==> config.mk <==
export PLATFORM = sky130hd
export DESIGN_NAME = multicycle_controller
export DESIGN_NICKNAME = d
export VERILOG_FILES = /design/src/rtl/riscv_pkg.sv /design/src/rtl/multicycle_controller_aludec.sv /design/src/rtl/multicycle_controller.sv
export SDC_FILE = /design/constraint.sdc
export NUM_CORES = 1
export LEC_CHECK = 0
export BUFFER_PORTS_ARGS = -buffer_cell sky130_fd_sc_hd__buf_4
export CORE_UTILIZATION = 30
export DETAILED_ROUTE_END_ITERATION = 10
export PLACE_DENSITY_LB_ADDON = 0.12
export RECOVER_POWER = 100
export REMOVE_ABC_BUFFERS = 1
export SYNTH_ARGS = -nofsm -noshare
export SYNTH_HDL_FRONTEND = slang
export SYNTH_SLANG_ARGS = --single-unit
==> constraint.sdc <==
create_clock -name clk -period 4.7 [get_ports clk]
set_input_delay 0.235 -clock clk [delete_from_list [all_inputs] [get_ports clk]]
set_output_delay 0.235 -clock clk [all_outputs]
set_load 0.05 [all_outputs]
==> src/rtl/riscv_pkg.sv <==
// Shared encodings for the multicycle RV32I-subset controller: opcodes,
// FSM state type and the datapath mux/ALU select encodings.
// Optional feature macro: MCCTRL_ILLEGAL_TRAP_EN adds the TRAP state.
package riscv_pkg;

    localparam logic [6:0] OP_LW    = 7'b0000011;
    localparam logic [6:0] OP_SW    = 7'b0100011;
    localparam logic [6:0] OP_RTYPE = 7'b0110011;
    localparam logic [6:0] OP_ITYPE = 7'b0010011;
    localparam logic [6:0] OP_BEQ   = 7'b1100011;
    localparam logic [6:0] OP_JAL   = 7'b1101111;

    typedef enum logic [3:0] {
        FETCH,
        DECODE,
        MEMADR,
        MEMREAD,
        MEMWB,
        MEMWRITE,
        EXECUTER,
        EXECUTEI,
        JAL,
        ALUWB,
        BEQ
`ifdef MCCTRL_ILLEGAL_TRAP_EN
        , TRAP
`endif
    } statetype;

    localparam logic [1:0] ALUOP_ADD   = 2'b00;
    localparam logic [1:0] ALUOP_SUB   = 2'b01;
    localparam logic [1:0] ALUOP_FUNCT = 2'b10;

    localparam logic [1:0] RES_ALUOUT    = 2'b00;
    localparam logic [1:0] RES_DATA      = 2'b01;
    localparam logic [1:0] RES_ALURESULT = 2'b10;

    localparam logic [1:0] SRCA_PC    = 2'b00;
    localparam logic [1:0] SRCA_OLDPC = 2'b01;
    localparam logic [1:0] SRCA_RD1   = 2'b10;

    localparam logic [1:0] SRCB_RD2  = 2'b00;
    localparam logic [1:0] SRCB_IMM  = 2'b01;
    localparam logic [1:0] SRCB_FOUR = 2'b10;

    localparam logic [1:0] IMM_I = 2'b00;
    localparam logic [1:0] IMM_S = 2'b01;
    localparam logic [1:0] IMM_B = 2'b10;
    localparam logic [1:0] IMM_J = 2'b11;

    localparam logic [2:0] ALU_ADD = 3'b000;
    localparam logic [2:0] ALU_SUB = 3'b001;
    localparam logic [2:0] ALU_AND = 3'b010;
    localparam logic [2:0] ALU_OR  = 3'b011;
    localparam logic [2:0] ALU_SLT = 3'b101;

endpackage

==> src/rtl/multicycle_controller_aludec.sv <==
// ALU decoder: maps the controller's ALUOp plus funct fields onto the
// 3-bit ALU function select.
module aludec
    import riscv_pkg::*;
(
    input  logic       opb5,
    input  logic [2:0] funct3,
    input  logic       funct7b5,
    input  logic [1:0] alu_op,
    output logic [2:0] alu_control
);

    // Subtract only for R-type with bit 30 set; addi ignores bit 30
    always_comb begin
        alu_control = ALU_ADD;
        case (alu_op)
            ALUOP_ADD: alu_control = ALU_ADD;
            ALUOP_SUB: alu_control = ALU_SUB;
            ALUOP_FUNCT: begin
                case (funct3)
                    3'b000:  alu_control = (opb5 & funct7b5) ? ALU_SUB : ALU_ADD;
                    3'b010:  alu_control = ALU_SLT;
                    3'b110:  alu_control = ALU_OR;
                    3'b111:  alu_control = ALU_AND;
                    default: alu_control = ALU_ADD;
                endcase
            end
            default: alu_control = ALU_ADD;
        endcase
    end

endmodule

==> src/rtl/multicycle_controller.sv <==
// Multicycle controller: Moore FSM sequencing fetch/decode/execute/memory/
// writeback over a shared datapath, stalling on MemReady.
// Optional feature macro: MCCTRL_ILLEGAL_TRAP_EN (sticky Illegal flag, TRAP state).
module multicycle_controller
    import riscv_pkg::*;
(
    input  logic       clk,
    input  logic       reset,
    input  logic [6:0] op,
    input  logic [2:0] funct3,
    input  logic       funct7b5,
    input  logic       Zero,
    input  logic       MemReady,
    output logic       PCWrite,
    output logic       AdrSrc,
    output logic       MemWrite,
    output logic       IRWrite,
    output logic [1:0] ResultSrc,
    output logic [1:0] ALUSrcA,
    output logic [1:0] ALUSrcB,
    output logic [1:0] ImmSrc,
    output logic [2:0] ALUControl,
    output logic       RegWrite
`ifdef MCCTRL_ILLEGAL_TRAP_EN
    ,
    output logic       Illegal
`endif
);

    statetype   state;
    statetype   next_state;
    logic [1:0] alu_op;
    logic       pc_update;
    logic       branch;
    logic       ir_write_raw;
    logic       mem_write_raw;
    logic       reg_write_raw;
    logic       illegal_state;

    // State register; reset aborts any instruction and restarts at FETCH
    always_ff @(posedge clk or posedge reset) begin
        if (reset) state <= FETCH;
        else       state <= next_state;
    end

    // Next-state and per-state datapath controls, all defaults first
    always_comb begin
        next_state    = state;
        AdrSrc        = 1'b0;
        mem_write_raw = 1'b0;
        ir_write_raw  = 1'b0;
        reg_write_raw = 1'b0;
        pc_update     = 1'b0;
        branch        = 1'b0;
        illegal_state = 1'b0;
        ResultSrc     = RES_ALUOUT;
        ALUSrcA       = SRCA_PC;
        ALUSrcB       = SRCB_RD2;
        alu_op        = ALUOP_ADD;
        case (state)
            FETCH: begin
                ALUSrcB      = SRCB_FOUR;
                ResultSrc    = RES_ALURESULT;
                ir_write_raw = MemReady;
                pc_update    = MemReady;
                next_state   = MemReady ? DECODE : FETCH;
            end
            DECODE: begin
                ALUSrcA = SRCA_OLDPC;
                ALUSrcB = SRCB_IMM;
                case (op)
                    OP_LW, OP_SW: next_state = MEMADR;
                    OP_RTYPE:     next_state = EXECUTER;
                    OP_ITYPE:     next_state = EXECUTEI;
                    OP_JAL:       next_state = JAL;
`ifdef MCCTRL_ILLEGAL_TRAP_EN
                    OP_BEQ:       next_state = (funct3 == 3'b000) ? BEQ : TRAP;
                    default:      next_state = TRAP;
`else
                    OP_BEQ:       next_state = BEQ;
                    default:      next_state = FETCH;
`endif
                endcase
            end
            MEMADR: begin
                ALUSrcA    = SRCA_RD1;
                ALUSrcB    = SRCB_IMM;
                next_state = (op == OP_LW) ? MEMREAD : MEMWRITE;
            end
            MEMREAD: begin
                AdrSrc     = 1'b1;
                next_state = MemReady ? MEMWB : MEMREAD;
            end
            MEMWB: begin
                ResultSrc     = RES_DATA;
                reg_write_raw = 1'b1;
                next_state    = FETCH;
            end
            MEMWRITE: begin
                AdrSrc        = 1'b1;
                mem_write_raw = 1'b1;
                next_state    = MemReady ? FETCH : MEMWRITE;
            end
            EXECUTER: begin
                ALUSrcA    = SRCA_RD1;
                alu_op     = ALUOP_FUNCT;
                next_state = ALUWB;
            end
            EXECUTEI: begin
                ALUSrcA    = SRCA_RD1;
                ALUSrcB    = SRCB_IMM;
                alu_op     = ALUOP_FUNCT;
                next_state = ALUWB;
            end
            JAL: begin
                ALUSrcA    = SRCA_OLDPC;
                ALUSrcB    = SRCB_FOUR;
                pc_update  = 1'b1;
                next_state = ALUWB;
            end
            ALUWB: begin
                reg_write_raw = 1'b1;
                next_state    = FETCH;
            end
            BEQ: begin
                ALUSrcA    = SRCA_RD1;
                alu_op     = ALUOP_SUB;
                branch     = 1'b1;
                next_state = FETCH;
            end
`ifdef MCCTRL_ILLEGAL_TRAP_EN
            TRAP: begin
                illegal_state = 1'b1;
                next_state    = TRAP;
            end
`endif
            default: next_state = FETCH;
        endcase
    end

    // Immediate format follows the opcode in every state
    always_comb begin
        case (op)
            OP_SW:   ImmSrc = IMM_S;
            OP_BEQ:  ImmSrc = IMM_B;
            OP_JAL:  ImmSrc = IMM_J;
            default: ImmSrc = IMM_I;
        endcase
    end

    // Architectural write enables are held off for as long as reset is high
    assign PCWrite  = ~reset & (pc_update | (branch & Zero));
    assign IRWrite  = ~reset & ir_write_raw;
    assign MemWrite = ~reset & mem_write_raw;
    assign RegWrite = ~reset & reg_write_raw;

`ifdef MCCTRL_ILLEGAL_TRAP_EN
    assign Illegal = illegal_state;
`else
    logic unused_illegal;
    assign unused_illegal = illegal_state;
`endif

    aludec u_aludec (
        .opb5        (op[5]),
        .funct3      (funct3),
        .funct7b5    (funct7b5),
        .alu_op      (alu_op),
        .alu_control (ALUControl)
    );

endmodule

==> run_results.csv <==
group,metric,value,unit
sta,rsz0062_at_grt,"no",
cells_and_area,design_area,772.0,um^2
cts,cts.reportedPaths.clkPinSlew,0.04,ns
drt,drt_first_iter_violations,10,
synth,yosys_warnings,0,
sta,slew_headroom,0.5920,
job,max-cap-violations,0,
status,outcome,"finished, final reports clean",
cts,cts_root_buffer,"sky130_fd_sc_hd__clkbuf_4",
die,floorplan.rows,15,
drt,drt_pass1_iterations,4,
worst_setup_path,slowest_stage,"sky130_fd_sc_hd__dfrtp_1",
placement,routability_cong,0.8086,
drt,routed-via-count,679,
cells_and_area,synthToLayoutAreaGrowth,35.31,%
synth,synth-seq-area-share,0.1754,
cts,clock_sink_count,4,
sta,fmaxAchievable,379.4,MHz
placement,place.detailed.hpwl,1136,um
sta,final-setup-viol-count,0,
synth,syn_area,570.5,um^2
drt,final_antenna_net_count,0,
worst_setup_path,timing.reg2reg.worst_path_depth,4,
cells_and_area,finish.net_count,133,
die,die-width,45.61,um
cts,tritoncts_clock_tree,"done",
drt,post_dr_vias_cell,4.885,
min_path,worst_hold_path_stage_count,2,
grt,antenna_found_initial,0,
worst_setup_path,worst_setup_path_end_kind,"output port",
sta,clock_skew,0.005062,ns
worst_setup_path,worst-setup-path-type,"reg2out",
sta,finalCritPeriodShare,0.5608,
power,static_power_due_to_leakage,0.3309,nW
cts,clockBufferDepth,2,
synth,postSynthCellCount,85,
power,power_per_cell_area,212.2,mW/mm^2
worst_setup_path,critical-path-top-delay-family,"simple AND/OR/NAND/NOR gates",
synth,post_synth_num_cell_types,33,
grt,grt_use_total,0.1658,
cts,htree_levels,1,
cells_and_area,final_core_utilization,0.4423,
die,io_pins,31,
grt,first_pass_grt_wire_length,2484,um
placement,port-buffer-count,30,
cts,cts-buffers-inserted,3,
grt,number_of_global_route_vias_before_repair,599,
min_path,min-delay-path-class,"in2reg",
die,floorplan.core_area,0.001745,mm^2
worst_setup_path,crit_path_cell_trace,"nor2b_1 -> and2_0 -> inv_1 -> ha_1 -> nor4_1 -> clkbuf_1",
cells_and_area,largest_register_by_flop_count,"state",
cells_and_area,antenna_cells,0,
placement,preCtsSetupSlack,2.586,ns
die,dieHeight,45.61,um
grt,grt.overflow.total,0,
synth,synth_top_cells_by_area,"sky130_fd_sc_hd__dfrtp_1 (18%), sky130_fd_sc_hd__nor2b_1 (6.6%), sky130_fd_sc_hd__nand2_1 (5.9%)",
worst_setup_path,worst_ep_arrival_time,2.40,ns
power,ir_worst_vdd,0.1169,mV
die,die_area,0.002080,mm^2
worst_setup_path,crit_buf_inv,2,
synth,synth.largest_area_cell,"sky130_fd_sc_hd__dfrtp_1",
worst_setup_path,critPathMaxFanout,14,
cells_and_area,post_route_cells_drive_above_1_share,0.2018,
sta,hold_viol,0,
sta,count_of_pins_over_their_slew_limit,0,
synth,syn_avg_cell_area,6.712,um^2
worst_setup_path,worst-endpoint-required,4.47,ns
worst_setup_path,worstSetupStartpointType,"register",
sta,worst_slew_pin_slew,0.6147,ns
drt,routed_wirelength,1469,um
sta,fin_ws,2.064,ns
die,start_util,0.3269,
synth,yosys_register_bits,4,
cts,post_cts_resize_count,0,
cells_and_area,largest_register_ffs,4,
cts,insertion_delay_to_the_later_sink_of_the_worst_skew_pair,0.23,ns
drt,remaining_drc_errors,0,
worst_setup_path,cp_slowest_stage_delay,0.59,ns
cells_and_area,reg_top3,"state x4",
sta,finalCriticalPeriod,2.636,ns
drt,routed_wire_length_per_instance,10.57,um
synth,synthDominantCellAreaShare,0.1754,
grt,grt_max_degree,18,
sta,setup_tns,0,ns
placement,placed_cell_area,808.3,um^2
worst_setup_path,path_depth,6,
synthesized netlist by cell type, drive strengths merged:
library cell and instances:
inv 7, o22ai 1, o211ai 1, nand2b 4
and3 1, ha 2, a31oi 1, dfrtp 4
buf 1, o21ai 3, a2bb2oi 1, nand3b 1
o2111ai 1, a31o 2, nand3 1, nor2b 6
or2 4, and2 1, a22oi 1, nor4 3
clkbuf 4, or3 3, o2bb2ai 1, a21oi 5
nor3 6, a32oi 1, nor2 7, xnor2 2
nand2 9, o22a 1
placed cells by master (no fill, tap or decap), types with 2 or more instances in the layout:
cell type,instances
sky130_fd_sc_hd__a21oi_1,5
sky130_fd_sc_hd__a31o_2,2
sky130_fd_sc_hd__buf_4,14
sky130_fd_sc_hd__clkbuf_1,16
sky130_fd_sc_hd__clkbuf_4,3
sky130_fd_sc_hd__dfrtp_1,4
sky130_fd_sc_hd__ha_1,2
sky130_fd_sc_hd__inv_1,7
sky130_fd_sc_hd__nand2_1,9
sky130_fd_sc_hd__nand2b_1,4
sky130_fd_sc_hd__nor2_1,7
sky130_fd_sc_hd__nor2b_1,6
sky130_fd_sc_hd__nor3_1,6
sky130_fd_sc_hd__nor4_1,3
sky130_fd_sc_hd__o21ai_0,3
sky130_fd_sc_hd__or2_2,3
sky130_fd_sc_hd__or3_1,2
sky130_fd_sc_hd__xnor2_1,2
layout make-up:
cell class                      count  area, um^2
Timing Repair Buffer               31       175.2
Multi-Input combinational cell     69       416.7
Tap cell                           25       31.28
Sequential cell                     4       100.1
Inverter                            7       26.28
Fill cell                         218       973.4
Clock buffer                        3       22.52
worst reg2reg max path: stages (launching register included):
cell and delay [ns]:
sky130_fd_sc_hd__dfrtp_1 0.51, sky130_fd_sc_hd__nor2_1 0.33, sky130_fd_sc_hd__nand2_1 0.08, sky130_fd_sc_hd__or3_1 0.36, sky130_fd_sc_hd__o21ai_0 0.18
where the power goes:
part,leakage [nW],internal (W),switching [W]
clock network,0.0138,0.0000285,0.0000132
registers,0.0542,0.0000365,0.00000833
logic,0.263,0.0000243,0.0000531
total,0.331,0.0000893,0.0000746
routing by layer:
| metal | track usage | wire length, um | vias up |
|---|---|---|---|
| met5 | 0 | 0 | - |
| met1 | 0.2139 | 675 | 293 |
| met2 | 0.2629 | 699 | 26 |
| met3 | 0.03571 | 85 | 2 |
| li1 | - | - | 358 |
| met4 | 0.07273 | 8 | 0 |
cell families after synthesis:
logic type / count (synthesis) / share of synthesized area
compound gates: 19 / 0.2325
buf+inv: 12 / 0.07894
simple gates: 46 / 0.4386
fa+ha+maj: 2 / 0.04385
xor+xnor: 2 / 0.03071
flops: 4 / 0.1754
path summary, 6_finish.rpt:
path	end	slack, ns	from
min in group asynchronous	state[1]	0.47	reset
min	state[0]	0.26	op[5]
max reg2reg	state[0]	3.14	state[2]
max	ALUControl[2]	2.06	state[1]
min reg2reg	state[1]	0.80	state[1]
max in group asynchronous	state[0]	4.06	reset
per-stage QoR:
stage | total power (W) | hold slack (ns) | instances
after global placement | 0.0001310 | 0.1687 | 135
after CTS | 0.0001744 | 0.2222 | 139
after floorplan | 0.0001004 | 0.006394 | 80
final | 0.0001638 | 0.2631 | 139
after global routing | 0.0001752 | 0.2830 | 139
after detailed placement | 0.0001310 | 0.1671 | 135
timing repair:
item | CTS | global route
setup buffers | 0 | 0
hold endpoints to repair | 4 | 0
hold buffers | 1 | 0
Note: power is estimated with default switching activity, not from simulation.
